===== src/rtl/mem.sv =====
// Memory stage: moves 1, 2 or 4 bytes over an 8-bit RAM port, one byte per
// cycle, holding the upstream stages while the transfer is in progress.
//
// state | meaning
// IDLE  | pass ALU result through, or latch a new access
// XFER  | byte k on the RAM port (store data or load address)
// WAIT  | load only: capture the final byte and commit the result
module mem (
  input  logic        clk,
  input  logic        rst,
  input  logic [4:0]  ex_mem_e,
  input  logic [31:0] ex_mem_n,
  input  logic [31:0] res,
  input  logic [4:0]  wa,
  input  logic        we,
  output logic [4:0]  wa_o,
  output logic        we_o,
  output logic [31:0] res_o,
  output logic        stall_req,
  output logic [31:0] mem_a,
  output logic [7:0]  mem_dout,
  output logic        mem_wr,
  input  logic [7:0]  mem_din
);

  typedef enum logic [1:0] {IDLE, XFER, WAIT} state_t;

  state_t      state, state_nxt;
  logic [1:0]  k;
  logic [31:0] addr_q;
  logic [31:0] data_q;
  logic [1:0]  len_q;
  logic        wr_q;
  logic        uns_q;
  logic [4:0]  wa_q;
  logic        we_q;
  logic [31:0] asm_q;

  logic        en;
  logic [1:0]  last_k;
  logic [1:0]  k_inc;
  logic [1:0]  k_dec;
  logic [31:0] asm_full;
  logic [31:0] ld_val;

  assign en     = ex_mem_e[4];
  // len=2 is treated as a word access, same as len=3
  assign last_k = (len_q == 2'd0) ? 2'd0 : (len_q == 2'd1) ? 2'd1 : 2'd3;
  assign k_inc  = k + 2'd1;
  assign k_dec  = k - 2'd1;

  // Final load byte arrives in WAIT and is merged straight into the result.
  always_comb begin
    asm_full = asm_q;
    asm_full[{last_k, 3'b000} +: 8] = mem_din;
  end

  always_comb begin
    case (len_q)
      2'd0:    ld_val = uns_q ? {24'b0, asm_full[7:0]}
                              : {{24{asm_full[7]}}, asm_full[7:0]};
      2'd1:    ld_val = uns_q ? {16'b0, asm_full[15:0]}
                              : {{16{asm_full[15]}}, asm_full[15:0]};
      default: ld_val = asm_full;
    endcase
  end

  always_ff @(posedge clk) begin
    if (!rst) state <= IDLE;
    else      state <= state_nxt;
  end

  always_comb begin
    state_nxt = state;
    case (state)
      IDLE:    if (en) state_nxt = XFER;
      XFER:    if (k == last_k) state_nxt = wr_q ? IDLE : WAIT;
      WAIT:    state_nxt = IDLE;
      default: state_nxt = IDLE;
    endcase
  end

  // Stall drops in the last busy cycle so upstream advances on the commit edge.
  always_comb begin
    stall_req = 1'b0;
    if (rst) begin
      case (state)
        IDLE:    stall_req = en;
        XFER:    stall_req = !(wr_q && (k == last_k));
        default: stall_req = 1'b0;
      endcase
    end
  end

  always_ff @(posedge clk) begin
    if (!rst) begin
      k        <= 2'd0;
      wa_o     <= 5'd0;
      we_o     <= 1'b0;
      res_o    <= 32'd0;
      mem_a    <= 32'd0;
      mem_dout <= 8'd0;
      mem_wr   <= 1'b0;
      addr_q   <= 32'd0;
      data_q   <= 32'd0;
      len_q    <= 2'd0;
      wr_q     <= 1'b0;
      uns_q    <= 1'b0;
      wa_q     <= 5'd0;
      we_q     <= 1'b0;
      asm_q    <= 32'd0;
    end else begin
      case (state)
        IDLE: begin
          if (en) begin
            addr_q   <= res;
            data_q   <= ex_mem_n;
            len_q    <= ex_mem_e[3:2];
            wr_q     <= ex_mem_e[1];
            uns_q    <= ex_mem_e[0];
            wa_q     <= wa;
            we_q     <= we;
            k        <= 2'd0;
            asm_q    <= 32'd0;
            mem_a    <= res;
            mem_dout <= ex_mem_n[7:0];
            mem_wr   <= ex_mem_e[1];
          end else begin
            wa_o   <= wa;
            we_o   <= we;
            res_o  <= res;
            mem_wr <= 1'b0;
          end
        end
        XFER: begin
          if (!wr_q && (k != 2'd0))
            asm_q[{k_dec, 3'b000} +: 8] <= mem_din;
          if (k == last_k) begin
            mem_wr <= 1'b0;
            if (wr_q) begin
              wa_o  <= wa_q;
              we_o  <= 1'b0;
              res_o <= addr_q;
            end
          end else begin
            k        <= k_inc;
            mem_a    <= addr_q + {30'd0, k_inc};
            mem_dout <= data_q[{k_inc, 3'b000} +: 8];
            mem_wr   <= wr_q;
          end
        end
        WAIT: begin
          wa_o   <= wa_q;
          we_o   <= we_q;
          res_o  <= ld_val;
          mem_wr <= 1'b0;
        end
        default: mem_wr <= 1'b0;
      endcase
    end
  end

endmodule


===== config.mk =====
export PLATFORM = sky130hd
export DESIGN_NAME = mem
export DESIGN_NICKNAME = d
export VERILOG_FILES = /design/src/rtl/mem.sv
export SDC_FILE = /design/constraint.sdc
export NUM_CORES = 1
export LEC_CHECK = 0
export ABC_AREA = 0
export BUFFER_PORTS_ARGS = -buffer_cell sky130_fd_sc_hd__buf_2
export CORE_UTILIZATION = 35
export DETAILED_ROUTE_END_ITERATION = 8
export GPL_TIMING_DRIVEN = 0
export HOLD_SLACK_MARGIN = 0.05
export SYNTH_ARGS = -nofsm -noshare
export SYNTH_HDL_FRONTEND = slang
export SYNTH_SLANG_ARGS = --single-unit

===== constraint.sdc =====
create_clock -name clk -period 8.7 [get_ports clk]
set_clock_uncertainty 0.15 [all_clocks]
set_input_delay 2.175 -clock clk [delete_from_list [all_inputs] [get_ports clk]]
set_output_delay 2.175 -clock clk [all_outputs]
set_load 0.005 [all_outputs]

==> flow_summary_export.csv, run 1 <==
group,metric,value,unit
run_status,outcome,"finished clean",
detailed_routing,drcViolationCount,0,
clock_network,cts_setup_buffers,0,
detailed_routing,vias,8891,
global_route,use_met2,0.388,
clock_network,clock_latency,0.45,ns
finish,layout.cells.non_filler,1643,
power,powerDensity,219,nW/um2
clock_network,cts_buffers,17,
critical_path,cp.arrival,4.12,ns
placed_design,place_inst,1610,
power,power_frac_comb,0.236,
synthesis,ys_top_cells_by_area,"dfxtp_1 (41%), nand2_1 (11%), a21oi_1 (8.7%)",
synthesis,ys.flop_type,"dfxtp_1",
global_route,grt_pass1_wl,48100,um
timing,setup_viol,0,
clock_network,cts_sinks,181,
power,power.share.sequential,0.421,
clock_network,cts_hold_buf,0,
timing,rsz0062_at_grt,"false",
finish,nNetsFinal,1401,
flow_run,cap_violations,0,
synthesis,synthCells,1123,
floorplanning,die-area,25800,um2
detailed_routing,postRouteAntennaNets,0,
timing,min_period,6.45,ns
placed_design,dpl.hpwl,24100,um
critical_path,slowest_stage,"clkbuf_1",
power,power,2.33,mW
floorplanning,rows,57,
detailed_routing,routed_wl,31800,um
timing,tns,0,ns
synthesis,synth_largest_type_area_fraction,0.411,
floorplanning,fp.coreArea,24500,um2
synthesis,yosysSeqAreaShare,0.411,
critical_path,cp-start-kind,"primary input",
power,leakagePower,4.01,nW
timing,worst_pin_slew,0.982,ns
critical_path,cp_num_buf_inv,5,
detailed_routing,wire_per_inst,19.3,um
critical_path,cp_top_family,"buffers and inverters",
power,p_sw,0.784,mW
worst_hold_path,hp-class,"reg -> reg",
synthesis,synth_edf_count,0,
clock_network,h-tree-depth,4,
clock_network,cts_tree,"done",
critical_path,cp_max_fo,10,
global_route,grt_use_total,0.244,
finish,multi_input_area,4690,um2
synthesis,synth_area,8820,um2
global_route,antenna_found_initial,1,
timing,final-hold-violation-count,0,
power,internal_power,1.54,mW
finish,nFillCells,2581,
global_route,grtUsageMet1,0.335,
clock_network,clk_pin_slew,0.07,ns
timing,relSlewSlack,0.345,
power,switching_share,0.337,
global_route,grt_max_degree,18,
timing,max_clock_freq,0.155,GHz
critical_path,crit_path_end_kind,"output pin",
synthesis,yosysTopAreaCell,"dfxtp_1",
placed_design,port_buffers,163,
synthesis,yosysWarnings,0,
floorplanning,die_h,161,um
global_route,grt_pass1_vias,8310,
global_route,gr-max-usage-layer,"met2",
finish,syn2layout_area_growth,20.6,%
power,worst_ir_drop_vdd,0.000112,V
synthesis,synth_cell_types,57,
timing,slew_violations,0,
critical_path,worstPathCellList,"buf_2 -> and2_1 -> clkbuf_1 -> clkbuf_1 -> buf_1 -> a21oi_1 -> nor2_1 -> buf_2",
critical_path,critPathRequiredTime,6.38,ns
critical_path,timing_worst_setup_path_type,"in -> out",
floorplanning,die_w,161,um
finish,drive_above_1_share,0.178,
detailed_routing,first_iter_violations,754,
synthesis,ys_ff_latch,181,
synthesis,synth-async-reset-ratio,0,
critical_path,max_stage_delay,0.60,ns
floorplanning,ios,165,
detailed_routing,first_pass_iters,5,
power,p_clk_frac,0.343,
finish,seq_area,3620,um2
placed_design,gp_congestion,0.967,
synthesis,syn_nets,1219,
floorplanning,start_util,0.359,
clock_network,post_cts_resized,0,
clock_network,root_buffer,"clkbuf_16",
clock_network,clk_path_buf_depth,2,
global_route,grtUsageMet3,0.0403,
timing,finalCritPeriodShare,0.741,
synthesis,synth.avg_cell_area,7.85,um2
global_route,grt-ovfl-total,0,
detailed_routing,avgViaCountPerCell,5.41,
timing,hold_ws,0.303,ns
==> registers in the layout, summed over array words and instances (netlist names), 5 cells and up <==
signal,flops
wa_q,5
data_q,32
mem_a,32
wa_o,5
asm_q,24
addr_q,32
res_o,32
mem_dout,8
==> synth_stat cells, drive strengths merged (15+ instances only) <==
library cell	n
a211oi	27
a21oi	153
buf	22
clkbuf	70
dfxtp	181
inv	35
mux2i	30
nand2	252
nand2b	18
nand3	58
nor2	56
nor3	27
o211ai	15
o21ai	45
o221ai	17
xnor2	21
==> per-layer routing <==
metal	routed length [um]	vias up
met1	14400	4234
met2	14500	341
met5	0	-
met3	2210	50
met4	659	0
li1	-	4266
==> final timing paths <==
kind	start	endpoint	slack [ns]	cells past startpoint
setup / recovery	ex_mem_e[4]	stall_req	2.25	8
hold / removal	mem_a[2]$_SDFFE_PN0P_	mem_a[2]$_SDFFE_PN0P_	0.30	2
setup reg to reg	k[0]$_SDFFE_PN0P_	mem_a[16]$_SDFFE_PN0P_	4.63	10
hold reg to reg	mem_a[2]$_SDFFE_PN0P_	mem_a[2]$_SDFFE_PN0P_	0.30	2
==> power groups by stage <==
stage | clock, mW | combinational, mW | sequential [mW]
floorplan | 0 | 0.314 | 0.986
global placement | 0 | 0.536 | 0.995
detailed placement | 0 | 0.542 | 0.997
CTS | 0.800 | 0.544 | 0.978
global route | 0.833 | 0.600 | 0.988
finish | 0.797 | 0.550 | 0.979
==> layout by cell type, fill, tap and decap left out, drive strengths merged, types with 9 or more instances in the layout <==
master / instances
nand2: 252
buf: 185
dfxtp: 181
a21oi: 153
clkbuf: 87
nand3: 58
nor2: 56
o21ai: 45
inv: 41
mux2i: 30
nor3: 27
a211oi: 27
xnor2: 21
nand2b: 18
o221ai: 17
o211ai: 15
ha: 10
a221oi: 9
nor4: 9
==> final cells by class <==
type / instances / area share
inverter: 35 / 0.0124
buffer: 92 / 0.0348
multi-input combinational: 815 / 0.441
clock buffer: 17 / 0.0400
antenna: 1 / 0.000235
clock inverter: 15 / 0.0156
timing repair buffer: 163 / 0.0767
tap: 324 / 0.0381
sequential: 181 / 0.341
==> logic make-up after synthesis <==
logic type,synth area share
xor gates and xnor gates,0.0268
buffers and inverters,0.0569
AOI/OAI and AO/OA,0.200
DFF,0.411
adders and majority gates,0.0165
and+or+nand+nor,0.232
muxes,0.0570
==> tightest hold or removal path: stages (launching register included) <==
cell     delay (ns)
dfxtp_1        0.31
nand2_1        0.05
a21oi_1        0.05
==> through the flow <==
step / cell area (um2) / setup WS, ns / utilization
floorplan: 8820 / 3.16 / -
global placement: 10000 / 2.36 / 0.409
detailed placement: 10000 / 2.31 / 0.409
CTS: 10600 / 2.31 / 0.433
global route: 10600 / 2.17 / 0.433
finish: 10600 / 2.25 / 0.433
No activity file was read; power rests on OpenSTA's default activity.
==> run 2, diff against run 1 <==
--- a/config.mk
+++ b/config.mk
@@ -5,7 +5,7 @@
 export SDC_FILE = /design/constraint.sdc
 export NUM_CORES = 1
 export LEC_CHECK = 0
-export ABC_AREA = 0
+export ABC_AREA = 1
 export BUFFER_PORTS_ARGS = -buffer_cell sky130_fd_sc_hd__buf_2
 export CORE_UTILIZATION = 35
 export DETAILED_ROUTE_END_ITERATION = 8
==> constraint.sdc (replaced) <==
create_clock -name clk -period 6.1 [get_ports clk]
set_clock_uncertainty 0.15 [all_clocks]
set_input_delay 1.525 -clock clk [delete_from_list [all_inputs] [get_ports clk]]
set_output_delay 1.525 -clock clk [all_outputs]
set_load 0.005 [all_outputs]
==> run 2 against run 1 <==
  * Via count up 14%
  * Setup slack got worse by 1.1 ns
  * Global-route usage grew 1.5 points
  * First-iteration DRC count increased by 32%
  * Register-to-register slack worse by 2.2 ns
  * Sequential power increased by 74%
  * Power is 100% higher
  * Sequential share of layout area down 1.3 points
  * Critical endpoint unchanged
  * Largest power group is now combinational cells
  * Highest routed layer unchanged
==> flow_summary_export.csv, run 2 <==
group,metric,value,unit
synthesis,synth.most_common_cell,"nand2_1",
placed_design,port_buffers,163,
timing,setup_viol,0,
floorplanning,die_h,164,um
synthesis,ys.flop_type,"dfxtp_1",
floorplanning,die-area,27000,um2
timing,min_period,4.97,ns
finish,drive_above_1_share,0.151,
synthesis,synthCells,1391,
synthesis,ys_ff_latch,181,
synthesis,yosysWarnings,0,
finish,nFillCells,2814,
clock_network,clk_pin_slew,0.07,ns
placed_design,place_area,10500,um2
critical_path,cp_num_buf_inv,4,
power,worst_ir_drop_vdd,0.000191,V
placed_design,dpl.hpwl,27000,um
timing,slew_violations,0,
clock_network,root_buffer,"clkbuf_16",
synthesis,synth_largest_type_area_fraction,0.393,
synthesis,synth_edf_count,0,
critical_path,slowest_stage,"clkbuf_1",
critical_path,cp_num_cells,6,
finish,num_antenna_cells,0,
critical_path,cp-start-kind,"primary input",
synthesis,synth_area,9220,um2
detailed_routing,first_iter_violations,992,
synthesis,syn_nets,1487,
clock_network,cts_sinks,181,
global_route,grt_use_total,0.259,
detailed_routing,avgViaCountPerCell,5.25,
critical_path,cp.arrival,3.30,ns
detailed_routing,drcViolationCount,0,
synthesis,synth_cell_types,38,
clock_network,clock_latency,0.45,ns
synthesis,yosysSeqAreaShare,0.393,
finish,final_cell_mix,"nand2_1 (232), o21ai_0 (187), dfxtp_1 (181), buf_2 (180), inv_1 (173)",
clock_network,cts_setup_buffers,0,
timing,worst_slack,1.13,ns
placed_design,gp_congestion,0.962,
global_route,grt_pass1_wl,51900,um
global_route,grt_max_degree,19,
placed_design,dp_slack,1.21,ns
synthesis,synth.avg_cell_area,6.63,um2
floorplanning,die_w,164,um
detailed_routing,vias,10100,
global_route,grt-ovfl-total,0,
finish,nNetsFinal,1669,
critical_path,timing_worst_setup_path_type,"in -> out",
critical_path,critPathRequiredTime,4.43,ns
critical_path,cp_top_family,"buffers and inverters",
timing,tns,0,ns
floorplanning,start_util,0.355,
floorplanning,rows,59,
clock_network,h-tree-depth,4,
clock_network,clk_path_buf_depth,2,
clock_network,cts_tree,"done",
detailed_routing,postRouteAntennaNets,0,
critical_path,cp_max_fo,10,
power,leakagePower,4.91,nW
detailed_routing,first_pass_iters,6,
floorplanning,fp.coreArea,26000,um2
clock_network,cts_hold_buf,0,
clock_network,cts_buffers,17,
run_status,outcome,"finished clean",
timing,rsz0062_at_grt,"false",
critical_path,ff2ff_setup_slack,2.43,ns
finish,design_area,11000,um2
finish,seq_area,3620,um2
synthesis,ys_top_cells_by_count,"nand2_1 (232), o21ai_0 (187), dfxtp_1 (181)",
timing,worst_pin_slew,0.821,ns
finish,layout_commonest_cell,"nand2_1",
detailed_routing,wire_per_inst,18.2,um
critical_path,max_stage_delay,0.51,ns
critical_path,crit_path_end_kind,"output pin",
synthesis,synth-async-reset-ratio,0,
power,powerDensity,430,nW/um2
clock_network,post_cts_resized,0,
worst_hold_path,hold-path-cell-count,2,
global_route,grt_pass1_vias,9157,
flow_run,cap_violations,0,
finish,multi_input_area,4510,um2
critical_path,worstPathCellList,"buf_2 -> nand2_1 -> clkbuf_1 -> clkbuf_1 -> a21oi_1 -> buf_2",
timing,final-hold-violation-count,0,
synthesis,ys_top_cells_by_area,"dfxtp_1 (39%), o21ai_0 (10%), nand2_1 (9.4%)",
floorplanning,ios,165,
timing,finalCritPeriodShare,0.815,
timing,max_clock_freq,0.201,GHz
timing,relSlewSlack,0.453,
critical_path,worst_r2r_path_depth,15,
finish,syn2layout_area_growth,19.7,%
worst_hold_path,hp-class,"reg -> reg",
detailed_routing,routed_wl,34900,um
synthesis,yosysTopAreaCell,"dfxtp_1",
global_route,antenna_found_initial,0,
run 2: cell types whose count changed after synthesis, moves of 19 or more:
cell | before | now
nand3_1 | 57 | 76
xnor2_1 | 21 | 2
a211oi_1 | 21 | 0
o21ai_0 | 44 | 187
nand2_1 | 252 | 232
mux2i_1 | 30 | 0
nor2_1 | 56 | 171
a31oi_1 | 2 | 26
inv_1 | 35 | 173
run 2: worst min-delay path: cells and delay by family, from the launching register on:
kind            cells  cell delay (ns)
compound gates      1             0.05
flops               1             0.31
buf+inv             1             0.05
run 2: cell families (layout without fill, tap and decap cells):
kind of cell,Yosys count,after routing,share of synthesized area
compound gates,409,409,0.236
xor+xnor,3,3,0.00366
fa+ha+maj,11,11,0.0157
buf+inv,269,464,0.118
flops,181,181,0.393
simple gates,518,518,0.234
run 2: cell type report:
class	instances	area share
buffer	94	0.0390
clock buffer	17	0.0385
clock inverter	15	0.0144
inverter	175	0.0595
multi-input combinational	941	0.409
sequential	181	0.328
tap	335	0.0380
timing repair buffer	163	0.0739
run 2: routing by layer:
layer,global-route usage,part of all wire,vias to the layer above
li1,-,-,4916
met1,0.342,0.44,4600
met2,0.398,0.43,494
met3,0.0500,0.085,83
met4,0.139,0.047,0
met5,0,0,-
run 2: per-stage QoR:
step | power, mW | hold WS, ns | util | std cells
2_1_floorplan | 2.85 | 0.275 | - | 1391
3_3_place_gp | 3.56 | 0.281 | 0.402 | 1889
3_5_place_dp | 3.59 | 0.284 | 0.402 | 1889
4_1_cts | 4.72 | 0.295 | 0.425 | 1921
5_1_grt | 5.05 | 0.312 | 0.425 | 1921
6_report | 4.74 | 0.292 | 0.425 | 1921
run 2: final timing paths:
| path | start | end |
|---|---|---|
| max | ex_mem_e[4] | stall_req |
| min | res_o[18]$_SDFFE_PN0P_ | res_o[18]$_SDFFE_PN0P_ |
| max reg2reg | k[0]$_SDFFE_PN0P_ | mem_a[24]$_SDFFE_PN0P_ |
| min reg2reg | res_o[18]$_SDFFE_PN0P_ | res_o[18]$_SDFFE_PN0P_ |
run 2: where the power goes:
group / internal [mW] / switching [mW] / total [mW]
registers: 1.51 / 0.189 / 1.70
clock network: 0.582 / 0.555 / 1.14
logic: 0.633 / 1.28 / 1.91
